$ cat src/rtl/flag_stack_reg_if.sv
// flag_stack_reg_if
//   Bundles the flag write port, the checkpoint controls and the status
//   outputs of flag_stack_reg.
//
//   Request semantics: wr_en, push, pop and clr_err are single-cycle strobes
//   that are sampled on the rising clock edge. There is no ready signal.
//   The block accepts every request in the cycle it is presented. A request
//   it cannot honour (push when full, pop when empty) is dropped and
//   reported through the sticky err output.
//
//   master : the producer side (ALU / pipeline control). It drives the requests.
//   slave  : the flag register. It drives flags, flags_fwd and the status outputs.
interface flag_stack_reg_if #(
    parameter int WIDTH = 4,
    parameter int DEPTH = 4
);
    localparam int DW = $clog2(DEPTH + 1);

    logic             wr_en;
    logic [WIDTH-1:0] wr_mask;
    logic [WIDTH-1:0] wr_flags;
    logic             push;
    logic             pop;
    logic             clr_err;
    logic [WIDTH-1:0] flags;
    logic [WIDTH-1:0] flags_fwd;
    logic [DW-1:0]    depth;
    logic             full;
    logic             empty;
    logic             err;

    modport master (
        output wr_en, wr_mask, wr_flags, push, pop, clr_err,
        input  flags, flags_fwd, depth, full, empty, err
    );

    modport slave (
        input  wr_en, wr_mask, wr_flags, push, pop, clr_err,
        output flags, flags_fwd, depth, full, empty, err
    );
endinterface

$ cat src/rtl/flag_stack_reg.sv
// flag_stack_reg
//   WIDTH-bit condition-flag register with per-bit write masking, a
//   zero-latency bypass (flags_fwd), and a DEPTH-entry checkpoint stack.
//   Flags are saved and restored around speculative branches or on
//   exception entry.
//
// Ports
//   clk    : rising-edge clock
//   reset  : asynchronous, active-low reset
//   bus    : flag_stack_reg_if.slave
//            inputs  : wr_en, wr_mask, wr_flags, push, pop, clr_err
//            outputs : flags, flags_fwd, depth, full, empty, err
module flag_stack_reg #(
    parameter int WIDTH = 4,
    parameter int DEPTH = 4
) (
    input  logic              clk,
    input  logic              reset,
    flag_stack_reg_if.slave   bus
);
    localparam int DW = $clog2(DEPTH + 1);

    logic [WIDTH-1:0] flags_q, flags_d;
    logic [DW-1:0]    depth_q, depth_d;
    logic             err_q, err_d;
    logic [WIDTH-1:0] stack_q [DEPTH];
    logic [WIDTH-1:0] stack_d [DEPTH];

    logic [WIDTH-1:0] flags_next;
    logic [WIDTH-1:0] top_entry;
    logic [DW-1:0]    top_idx;
    logic [DW-1:0]    wr_idx;
    logic             full;
    logic             empty;
    logic             do_push;
    logic             do_pop;
    logic             op_err;

    always_comb begin
        full  = (depth_q == DW'(DEPTH));
        empty = (depth_q == '0);

        flags_next = flags_q;
        if (bus.wr_en) begin
            flags_next = (flags_q & ~bus.wr_mask) | (bus.wr_flags & bus.wr_mask);
        end

        // Only meaningful when not empty. The underflow value is never used.
        top_idx   = depth_q - DW'(1);
        top_entry = '0;
        for (int i = 0; i < DEPTH; i++) begin
            if (DW'(i) == top_idx) begin
                top_entry = stack_q[i];
            end
        end

        // A pop on a non-empty stack frees the top slot. Because of that, a
        // same-cycle push still succeeds when full (swap).
        do_pop  = bus.pop && !empty;
        do_push = bus.push && (!full || do_pop);
        op_err  = (bus.pop && empty) || (bus.push && full && !do_pop);

        // A swap overwrites the current top. A plain push writes the next free slot.
        wr_idx  = do_pop ? top_idx : depth_q;
        stack_d = stack_q;
        if (do_push) begin
            for (int i = 0; i < DEPTH; i++) begin
                if (DW'(i) == wr_idx) begin
                    stack_d[i] = flags_next;
                end
            end
        end

        // A restore from the stack takes priority over the same-cycle write.
        flags_d = do_pop ? top_entry : flags_next;

        depth_d = depth_q;
        if (do_push && !do_pop) begin
            depth_d = depth_q + DW'(1);
        end else if (do_pop && !do_push) begin
            depth_d = depth_q - DW'(1);
        end

        // A new error beats a same-cycle clear.
        err_d = err_q;
        if (op_err) begin
            err_d = 1'b1;
        end else if (bus.clr_err) begin
            err_d = 1'b0;
        end
    end

    always_ff @(posedge clk or negedge reset) begin
        if (!reset) begin
            flags_q <= '0;
            depth_q <= '0;
            err_q   <= 1'b0;
            for (int i = 0; i < DEPTH; i++) begin
                stack_q[i] <= '0;
            end
        end else begin
            flags_q <= flags_d;
            depth_q <= depth_d;
            err_q   <= err_d;
            stack_q <= stack_d;
        end
    end

    assign bus.flags     = flags_q;
    assign bus.flags_fwd = flags_next;
    assign bus.depth     = depth_q;
    assign bus.full      = full;
    assign bus.empty     = empty;
    assign bus.err       = err_q;
endmodule

$ cat src/flat_wrapper.sv
// flat-port wrapper written by rule: the top's interface ports become plain ports
module flag_stack_reg_flat 
#(
    parameter int WIDTH = 4,
    parameter int DEPTH = 4
)
  (clk, reset, bus_wr_en, bus_wr_mask, bus_wr_flags, bus_push, bus_pop, bus_clr_err, bus_flags, bus_flags_fwd, bus_depth, bus_full, bus_empty, bus_err);
  flag_stack_reg_if #(.WIDTH(WIDTH), .DEPTH(DEPTH)) bus_i ();
  input  logic clk;
  input  logic reset;
  input wire logic [$bits(bus_i.wr_en)-1:0] bus_wr_en;
  input wire logic [$bits(bus_i.wr_mask)-1:0] bus_wr_mask;
  input wire logic [$bits(bus_i.wr_flags)-1:0] bus_wr_flags;
  input wire logic [$bits(bus_i.push)-1:0] bus_push;
  input wire logic [$bits(bus_i.pop)-1:0] bus_pop;
  input wire logic [$bits(bus_i.clr_err)-1:0] bus_clr_err;
  output wire logic [$bits(bus_i.flags)-1:0] bus_flags;
  output wire logic [$bits(bus_i.flags_fwd)-1:0] bus_flags_fwd;
  output wire logic [$bits(bus_i.depth)-1:0] bus_depth;
  output wire logic [$bits(bus_i.full)-1:0] bus_full;
  output wire logic [$bits(bus_i.empty)-1:0] bus_empty;
  output wire logic [$bits(bus_i.err)-1:0] bus_err;
  assign bus_i.wr_en = bus_wr_en;
  assign bus_i.wr_mask = bus_wr_mask;
  assign bus_i.wr_flags = bus_wr_flags;
  assign bus_i.push = bus_push;
  assign bus_i.pop = bus_pop;
  assign bus_i.clr_err = bus_clr_err;
  assign bus_flags = bus_i.flags;
  assign bus_flags_fwd = bus_i.flags_fwd;
  assign bus_depth = bus_i.depth;
  assign bus_full = bus_i.full;
  assign bus_empty = bus_i.empty;
  assign bus_err = bus_i.err;
  flag_stack_reg #(.WIDTH(WIDTH), .DEPTH(DEPTH)) u_core (.clk(clk), .reset(reset), .bus(bus_i));
endmodule
$ cat config.mk
export PLATFORM = sky130hd
export DESIGN_NAME = flag_stack_reg_flat
export DESIGN_NICKNAME = d
export VERILOG_FILES = /design/src/rtl/flag_stack_reg_if.sv /design/src/rtl/flag_stack_reg.sv /design/src/flat_wrapper.sv
export SDC_FILE = /design/constraint.sdc
export NUM_CORES = 1
export LEC_CHECK = 0
export ABC_AREA = 1
export CAP_MARGIN = 30
export CORE_ASPECT_RATIO = 1.1
export CORE_MARGIN = 1
export CORE_UTILIZATION = 28
export DETAILED_ROUTE_END_ITERATION = 12
export PLACE_DENSITY = 0.59
export SLEW_MARGIN = 25
export SYNTH_ARGS = -nofsm -noshare
export SYNTH_HDL_FRONTEND = slang
export SYNTH_SLANG_ARGS = --single-unit
$ cat constraint.sdc
create_clock -name clk -period 2.08 [get_ports clk]
set_clock_uncertainty 0.05 [all_clocks]
set_input_delay 0.416 -clock clk [delete_from_list [all_inputs] [get_ports clk]]
set_output_delay 0.416 -clock clk [all_outputs]
set_load 0.01 [all_outputs]
# Word level (Yosys, flattened, before mapping)
# Cells that the tools add are included.
dict set report word_totals {
  reg_bits 24
  wordCells 53
  output_inout_bits 14
  input_bits 14
}
dict set report classes {
  n_mux 11
  n_reduce_logical 22
  n_eq_ne 7
  n_addsub 2
  n_bitwise 4
}
# op count
set op_table {}
lappend op_table {{2-to-1 mux 4 bit} 6}
lappend op_table {{equality test 2 x 3 -> 1 bit (first input constant)} 4}
lappend op_table {{logical NOT 3 bit} 3}
lappend op_table {{2-to-1 mux 3 bit} 3}
lappend op_table {{bitwise AND 4 bit} 2}
lappend op_table {{AND reduction 2 bit} 4}
lappend op_table {{logical AND 1 bit} 7}
lappend op_table {{equality test 1 x 3 -> 1 bit (first input constant)} 2}
lappend op_table {{logical NOT 1 bit} 4}
lappend op_table {{NOT 4 bit} 1}
lappend op_table {{OR 4 bit} 1}
lappend op_table {{nonzero test 2 bit} 2}
lappend op_table {{adder 3 x 1 -> 3 bit (second input constant)} 1}
lappend op_table {{equality test 3 bit (second input constant)} 1}
lappend op_table {{subtractor 3 x 1 -> 3 bit (second input constant)} 1}
lappend op_table {{logical OR 1 bit} 2}
lappend op_table {{2-to-1 mux 1 bit} 2}

# Depth between registers and ports, before layout
# Gate-level depths: netlist of run 1.
dict set report logic_depth {
  ltp_word 9
  depth_mapped 12
  mapped_depth_nobuf 11
}

# Worst setup path before layout of run 1
# Ideal clock, no wire load.
dict set report synth_timing {
  path_type {register -> register}
  startpoint {register u_core.depth_q[0] (netlist: u_core.bus.depth[0])}
  endpoint {register u_core.depth_q[1] (netlist: u_core.bus.depth[1])}
  arrival_time_ns 1.781
  synth_period_minus_slack_ns 1.959
  path_buffers 0
  stages_incl_launch_ff 11
  required_ns 1.902
  setup_time_ns 0.128
  setup_slack_ns 0.121
  path_cell_list {dfrtp_1 > inv_1 > ha_1 > nand2_1 > inv_1 > nand2_2 > nand2_4 > inv_1 > ha_1 > nand2_1 > o21ai_0}
}
dict set report synth_via {
  elab_cells_between_ends 16
  cone_classes {add/sub (2); eq/ne (1); mux (2); reduce/logical (11)}
}
# element line
set synth_lines {}
lappend synth_lines {{start, declared} flag_stack_reg.sv:24} ;# logic [DW-1:0] depth_q, depth_d;
lappend synth_lines {{start signal, assigned} flag_stack_reg.sv:103} ;# depth_q <= depth_d;
lappend synth_lines {{equality test 3 bit (*)} flag_stack_reg.sv:40} ;# full = (depth_q == DW'(DEPTH));
lappend synth_lines {{via bus_full} flat_wrapper.sv:20} ;# output wire logic [$bits(bus_i.full)-1:0] bus_full;
lappend synth_lines {{logical NOT 1 bit (*)} flag_stack_reg.sv:60} ;# do_push = bus.push && (!full || do_pop);
lappend synth_lines {{logical OR 1 bit (*)} flag_stack_reg.sv:60}
lappend synth_lines {{logical AND 1 bit (*)} flag_stack_reg.sv:60}
lappend synth_lines {{logical NOT 1 bit} flag_stack_reg.sv:80} ;# end else if (do_pop && !do_push) begin
lappend synth_lines {{logical AND 1 bit} flag_stack_reg.sv:80}
lappend synth_lines {{nonzero test 2 bit (no source line)} n/a}
# Mark *: on every way through the listed nets, which the timed path passes. The rest lies on a longest branch. The select of a mux whose other input is x is not followed.
# A chain may end at the register's enable or synchronous reset.

# Worst setup path after layout of run 1
dict set report layout_timing {
  startpoint {register u_core.depth_q[1] (netlist: u_core.bus.depth[1])}
  endpoint {output port bus_full}
}
dict set report layout_via {
  elab_chain_len 1
}
# element line
set layout_rtl {}
lappend layout_rtl {{equality test 3 bit} flag_stack_reg.sv:40}
lappend layout_rtl {{end, declared} flat_wrapper.sv:20}
# Every way passes these cells.

==> impl_metrics.json, run 1 <==
{
  "outcome": "complete, no violations",
  "synthCells": 216,
  "antenna_left": 0,
  "cts_made_buffers": 3,
  "clkPwrFrac": 0.091,
  "crit_buf_inv": 4,
  "ys_ff_latch": 24,
  "dieWidth_microns": 73.57,
  "r2r-end": "u_core.bus.depth[2]",
  "fillers": 598,
  "min_to": "u_core.stack_q[3]",
  "layoutNonFillerInstCount": 330,
  "p_per_area_mw_per_mm2": 1459,
  "boundaryPins": 28,
  "fin_crit_sh": 0.9400,
  "cts_root_buffer": "clkbuf_8",
  "synth_top_family_by_area": "simple AND/OR/NAND/NOR gates",
  "reg2reg_from": "u_core.bus.depth[1]",
  "peakVddDrop_mv": 0.7456,
  "crit_path_end_kind": "primary output",
  "drive_gt1_frac": 0.1451,
  "rows": 28,
  "power_frac_comb": 0.635,
  "dp_hpwl_microns": 2924,
  "p_leak_uw": 0.001129,
  "vias_per_cell": 4.421,
  "antenna_found_initial": 0,
  "synth-simple-area-share": 0.4021,
  "vias": 1459,
  "setup_viol": 0,
  "swShare": 0.4674,
  "tightest_slew_ns": 0.4057,
  "worst-endpoint-required_ns": 1.61,
  "diodes": 0,
  "ff2ff_setup_slack_ns": 0.22,
  "p_seq_frac": 0.274,
  "clockBufferDepth": 2,
  "hold_viol_final": 0,
  "core_sq_mm": 0.005395,
  "synth-compound-area-share": 0.05630,
  "slew_violations": 0,
  "dieArea_sq_mm": 0.005939,
  "globalplace.congestion": 0.7940,
  "startpoint_type": "flip-flop",
  "p_int_uw": 1598,
  "setup_ws_ns": 0.1249,
  "cts_tree": "done",
  "die_h_microns": 80.73,
  "ys_types": 23,
  "h-tree-depth": 1,
  "overflow": 0,
  "synth-edff-count": 0,
  "crit_top_cell": "inv_1",
  "place_ws_ns": -0.1807,
  "crit_fanout": 3,
  "synth_adder_area_share": 0.05551,
  "insertion_delay_ns": 0.26,
  "cpMaxStageDelayCell": "dfrtp_1",
  "synth-xor-area-share": 0.01665,
  "ys_warn_count": 0,
  "slew_headroom": 0.7295,
  "multi_input_area_sq_um": 849.6,
  "post-route-util": 0.3813,
  "crit_chain": "inv_1 -> ha_4 -> buf_4 -> nand2_1 -> inv_1 -> dlygate4sd2_1",
  "grt_pass1_vias": 1340,
  "grt_max_degree": 25,
  "clock.fmax_ghz": 0.5115,
  "yosysTopAreaCell": "dfrtp_1",
  "syn-cell-area_sq_mm": 0.001578,
  "area_growth_pct": 30.37,
  "seqCellArea_sq_um": 600.6,
  "clk_pin_slew_ns": 0.08,
  "synth-seq-area-share": 0.3807,
  "drv_cap": 0,
  "hold_slack_ns": 0.4262,
  "r2r_cells": 11,
  "hp-start": "u_core.stack_q[3]",
  "grt_use_total": 0.1407,
  "initialDrtViolationCount": 148,
  "wire_per_inst_microns": 11.44,
  "power_uw": 3001,
  "synthMuxAreaShare": 0,
  "grt_pass1_wl_microns": 6292,
  "cts_hold_buf": 0,
  "crit_arrival_ns": 1.49,
  "critPathMaxStageDelay_ns": 0.38,
  "synthesis.nets": 237,
  "fin_nets": 278,
  "post-route-drc-count": 0,
  "cp_top_family": "buffers and inverters",
  "cts_sinks": 24,
  "syn_area_per_cell_sq_um": 7.304,
  "min_path_type": "flip-flop to flip-flop",
  "start_util": 0.2924,
  "fin_crit_ns": 1.955,
  "drt_pass1_iterations": 4,
  "synthTopCellsByArea": "dfrtp_1 38%, nand2_1 20%, nand3_1 9.8%",
  "finalWirelength_microns": 3774,
  "yosysTopAreaCellShare": 0.3807,
  "synth_ff_type": "dfrtp_1",
  "rsz0062_at_grt": "false",
  "path_class": "flip-flop to primary output",
  "netSwitchingPower_uw": 1403,
  "numPortBuffers": 27,
  "hold_depth": 2,
  "dp_cells": 326,
  "synthArstFlopShare": 1.000
}
routing by layer:
layer | global-route usage | vias up | share of wire
met4 | 0.04038 | 0 | 0.0072
met5 | 0 | - | 0
met3 | 0.02109 | 4 | 0.049
met2 | 0.2514 | 36 | 0.50
met1 | 0.1740 | 664 | 0.44
li1 | - | 755 | -
cell usage after synthesis, types with 2 or more instances:
| cell type | count |
|---|---|
| dfrtp_1 | 24 |
| nor2_1 | 5 |
| inv_1 | 27 |
| nand2_1 | 83 |
| nand2_2 | 10 |
| nand2_4 | 3 |
| nand3_1 | 31 |
| ha_1 | 7 |
| nor2_4 | 2 |
| o21ai_0 | 10 |
| xor2_1 | 2 |
per-stage QoR:
stage | setup TNS, ns | area [sq um]
finish | 0 | 2057
global route | 0 | 2057
global placement | -0.4909 | 2001
floorplan | 0 | 1578
CTS | 0 | 2054
detailed placement | -0.6219 | 2001
cell families after synthesis:
family,count (synthesis)
AO/OA/AOI/OAI,14
XOR/XNOR,3
flip-flops,24
adder cells (fa/ha/maj),7
buffers and inverters,32
AND/OR/NAND/NOR,136
worst max path at each step:
stage                                    from                  end  slack, ns  cells after the start
after CTS                 u_core.bus.depth[1]            bus_empty      0.004                      5
after floorplan           u_core.bus.depth[0]  u_core.bus.depth[1]       0.12                     10
after global placement              bus_wr_en     bus_flags_fwd[1]      -0.13                      6
after global routing      u_core.bus.depth[0]             bus_full       0.02                      6
after detailed placement            bus_wr_en     bus_flags_fwd[2]      -0.18                      6
final                     u_core.bus.depth[1]             bus_full       0.12                      6
worst reg2reg max path: stages, from the launching register on:
cell	delay, ns
dfrtp_1	0.38
inv_1	0.11
ha_4	0.17
buf_4	0.13
nand2_1	0.05
inv_1	0.11
nand2_2	0.07
nand2_4	0.11
inv_1	0.06
ha_1	0.33
nand2_1	0.09
o21ai_0	0.08
timing repair:
action,CTS,global route
setup buffers,1,0
setup endpoints to repair,6,1
pin swaps,1,0
resized for setup,8,1
cell type report:
class	instances	share of cell area
tap	75	0.04562
multi-input combinational	160	0.4130
inverter	29	0.05657
sequential	24	0.2920
timing repair buffer	39	0.1727
clock buffer	3	0.02007
layout by cell type (no fill, tap or decap), types with 2 or more instances in the layout:
cell / synthesis / final
nand2_1: 83 / 83
nand3_1: 31 / 31
inv_1: 27 / 27
dfrtp_1: 24 / 24
clkdlybuf4s50_1: 0 / 20
buf_4: 1 / 12
o21ai_0: 10 / 10
nand2_2: 10 / 10
ha_1: 7 / 6
dlygate4sd2_1: 0 / 6
nor2_1: 5 / 5
nand2_4: 3 / 3
clkbuf_8: 0 / 3
xor2_1: 2 / 2
nor2_4: 2 / 2
state kept, by name (all words and copies together) (netlist names):
name,cells
u_core.stack_q,16
u_core.bus.flags,4
u_core.bus.err,1
u_core.bus.depth,3
power by group through the flow:
stage,sequential (uW),clock (uW),combinational [uW]
final,823,273,1910
after global placement,831,0,1870
after CTS,825,286,1930
after detailed placement,833,0,1890
after global routing,852,312,2130
after floorplan,842,0,1230
Note: power is estimated with default switching activity, not from simulation.
==> run 2, diff against run 1 <==
--- a/config.mk
+++ b/config.mk
@@ -7,7 +7,7 @@
 export LEC_CHECK = 0
 export ABC_AREA = 1
 export CAP_MARGIN = 30
-export CORE_ASPECT_RATIO = 1.1
+export CORE_ASPECT_RATIO = 0.5
 export CORE_MARGIN = 1
 export CORE_UTILIZATION = 28
 export DETAILED_ROUTE_END_ITERATION = 12
==> run 2 against run 1 <==
Sequential cell count unchanged. Combinational power is essentially flat. Clock-buffer cell count stayed put. Clock power grew 2%. Wire length shrank 2.1%. Global-route usage is essentially flat. Setup slack improved by 0.0057 ns. Hold slack about the same. Fmax rose by 0.29%. Via count is 3.8% lower. Critical path type unchanged. Largest cell class unchanged. Highest routed layer unchanged.
==> impl_metrics.json, run 2 (synthesized netlist as in run 1, its figures left out) <==
{
  "crit_fanout": 8,
  "cp_top_family": "buffers and inverters",
  "clockBufferDepth": 2,
  "drt_pass1_iterations": 4,
  "cts_made_buffers": 3,
  "power_uw": 3019,
  "start_util": 0.3059,
  "startpoint_type": "flip-flop",
  "antenna_left": 0,
  "vias": 1404,
  "r2r-end": "u_core.bus.flags[2]",
  "power_frac_comb": 0.635,
  "ff2ff_setup_slack_ns": 0.29,
  "fin_nets": 279,
  "dieWidth_microns": 108.2,
  "crit_buf_inv": 1,
  "area_growth_pct": 31.25,
  "grt_max_degree": 25,
  "outcome": "complete, no violations",
  "core_sq_mm": 0.005157,
  "slew_headroom": 0.7306,
  "insertion_delay_ns": 0.27,
  "hp-start": "u_core.stack_q[2]",
  "boundaryPins": 28,
  "reg2reg_from": "u_core.bus.depth[0]",
  "vias_per_cell": 4.307,
  "path_class": "flip-flop to primary output",
  "finalSetupTns_ns": 0,
  "h-tree-depth": 1,
  "grt_use_total": 0.1405,
  "cts_tree": "done",
  "p_seq_frac": 0.273,
  "mostFrequentLayoutCell": "nand2_1",
  "setup_viol": 0,
  "layoutNonFillerInstCount": 326,
  "diodes": 0,
  "crit_path_end_kind": "primary output",
  "critPathMaxStageDelay_ns": 0.62,
  "p_per_area_mw_per_mm2": 1458,
  "clkPwrFrac": 0.092,
  "dieArea_sq_mm": 0.005957,
  "regMostFlops": "u_core.stack_q",
  "crit_arrival_ns": 1.48,
  "r2r_cells": 12,
  "overflow": 0,
  "numPortBuffers": 27,
  "rows": 18,
  "finalWirelength_microns": 3695,
  "grt_pass1_wl_microns": 6168,
  "globalplace.congestion": 0.8334,
  "dp_cells": 323,
  "p_leak_uw": 0.001132,
  "peakVddDrop_mv": 0.4036,
  "fin_crit_sh": 0.9372,
  "min_to": "u_core.stack_q[2]",
  "initialDrtViolationCount": 78,
  "clk_pin_slew_ns": 0.08,
  "antenna_found_initial": 0,
  "slew_violations": 0,
  "grt_pass1_vias": 1291,
  "swShare": 0.4687,
  "hold_depth": 2,
  "cts_sinks": 24,
  "crit_chain": "clkdlybuf4s50_1",
  "post-route-util": 0.4015,
  "final_cell_mix": "83 x nand2_1, 31 x nand3_1, 27 x inv_1, 24 x dfrtp_1, 20 x clkdlybuf4s50_1",
  "clock.fmax_ghz": 0.5130,
  "cts_root_buffer": "clkbuf_8",
  "p_int_uw": 1604,
  "fin_crit_ns": 1.949,
  "drive_gt1_frac": 0.1602,
  "cpMaxStageDelayCell": "clkdlybuf4s50_1",
  "netSwitchingPower_uw": 1415,
  "rsz0062_at_grt": "false",
  "hold_viol_final": 0,
  "post-route-drc-count": 0,
  "min_path_type": "flip-flop to flip-flop",
  "drv_cap": 0,
  "tightest_slew_ns": 0.4041,
  "dp_hpwl_microns": 2879,
  "worst-endpoint-required_ns": 1.61,
  "wire_per_inst_microns": 11.33,
  "startpoint": "u_core.bus.depth[2]",
  "largest_reg_flops": 16,
  "die_h_microns": 55.08
}
## run 2: cell types whose count changed in the layout (fill, tap and decap cells not counted), sizes merged
cell / change
clkdlybuf4s15: +1
buf: +1
dlygate4sd2: -1
## run 2: power groups by stage
stage,sequential (uW),combinational (uW),clock [uW]
2_1_floorplan,842,1230,0
3_3_place_gp,830,1880,0
3_5_place_dp,831,1910,0
4_1_cts,825,1920,290
5_1_grt,851,2160,303
6_report,823,1920,278
## run 2: area by class of cell
| type | instances | area, sq um |
|---|---|---|
| fillers | 534 | 3087 |
| multi-input cells | 160 | 860.8 |
| flip-flops and latches | 24 | 600.6 |
| repair buffers | 40 | 364.1 |
| inverters | 29 | 116.4 |
| well taps | 70 | 87.58 |
| clock buffers | 3 | 41.29 |
## run 2: metal layers
metal  global-route usage  share of wire  vias to the layer above
met3              0.03279          0.029                        5
li1                     -              -                      750
met5                    0              0                        -
met2               0.2282           0.44                       19
met4              0.05479          0.014                        0
met1               0.1848           0.52                      630
## run 2: through the flow
stage / setup WS (ns) / instance area [sq um] / hold WS [ns]
floorplan: 0.1211 / 1578 / 0.07041
global placement: -0.2364 / 2009 / 0.4026
detailed placement: -0.2662 / 2009 / 0.4043
CTS: 0.001934 / 2056 / 0.4257
global route: 0.07519 / 2071 / 0.4562
finish: 0.1305 / 2071 / 0.4258
## run 2: worst max-delay path by stage
stage | endpoint | slack, ns | cells past startpoint
after global placement | bus_flags_fwd[1] | -0.24 | 5
after detailed placement | bus_flags_fwd[1] | -0.27 | 5
after CTS | bus_flags_fwd[3] | 0.002 | 6
after floorplan | u_core.bus.depth[1] | 0.12 | 10
after global routing | bus_depth[2] | 0.08 | 1
final | bus_depth[2] | 0.13 | 1
## run 2: worst register-to-register path, cell delays in order, from the launching register on
cell,delay (ns)
dfrtp_1,0.35
inv_1,0.08
buf_4,0.15
ha_1,0.22
inv_1,0.07
nand2_1,0.05
nand2_1,0.12
buf_4,0.20
nand2_1,0.11
nand2_1,0.09
nand2_1,0.05
nand2_1,0.05
nand2_1,0.07
## run 2: what timing repair did
| item | 4_1_cts | 5_1_grt |
|---|---|---|
| endpoints found under the setup margin | 6 | 4 |
| buffers inserted | 0 | 0 |
| resized for setup | 11 | 6 |
| hold buffers | 0 | 0 |
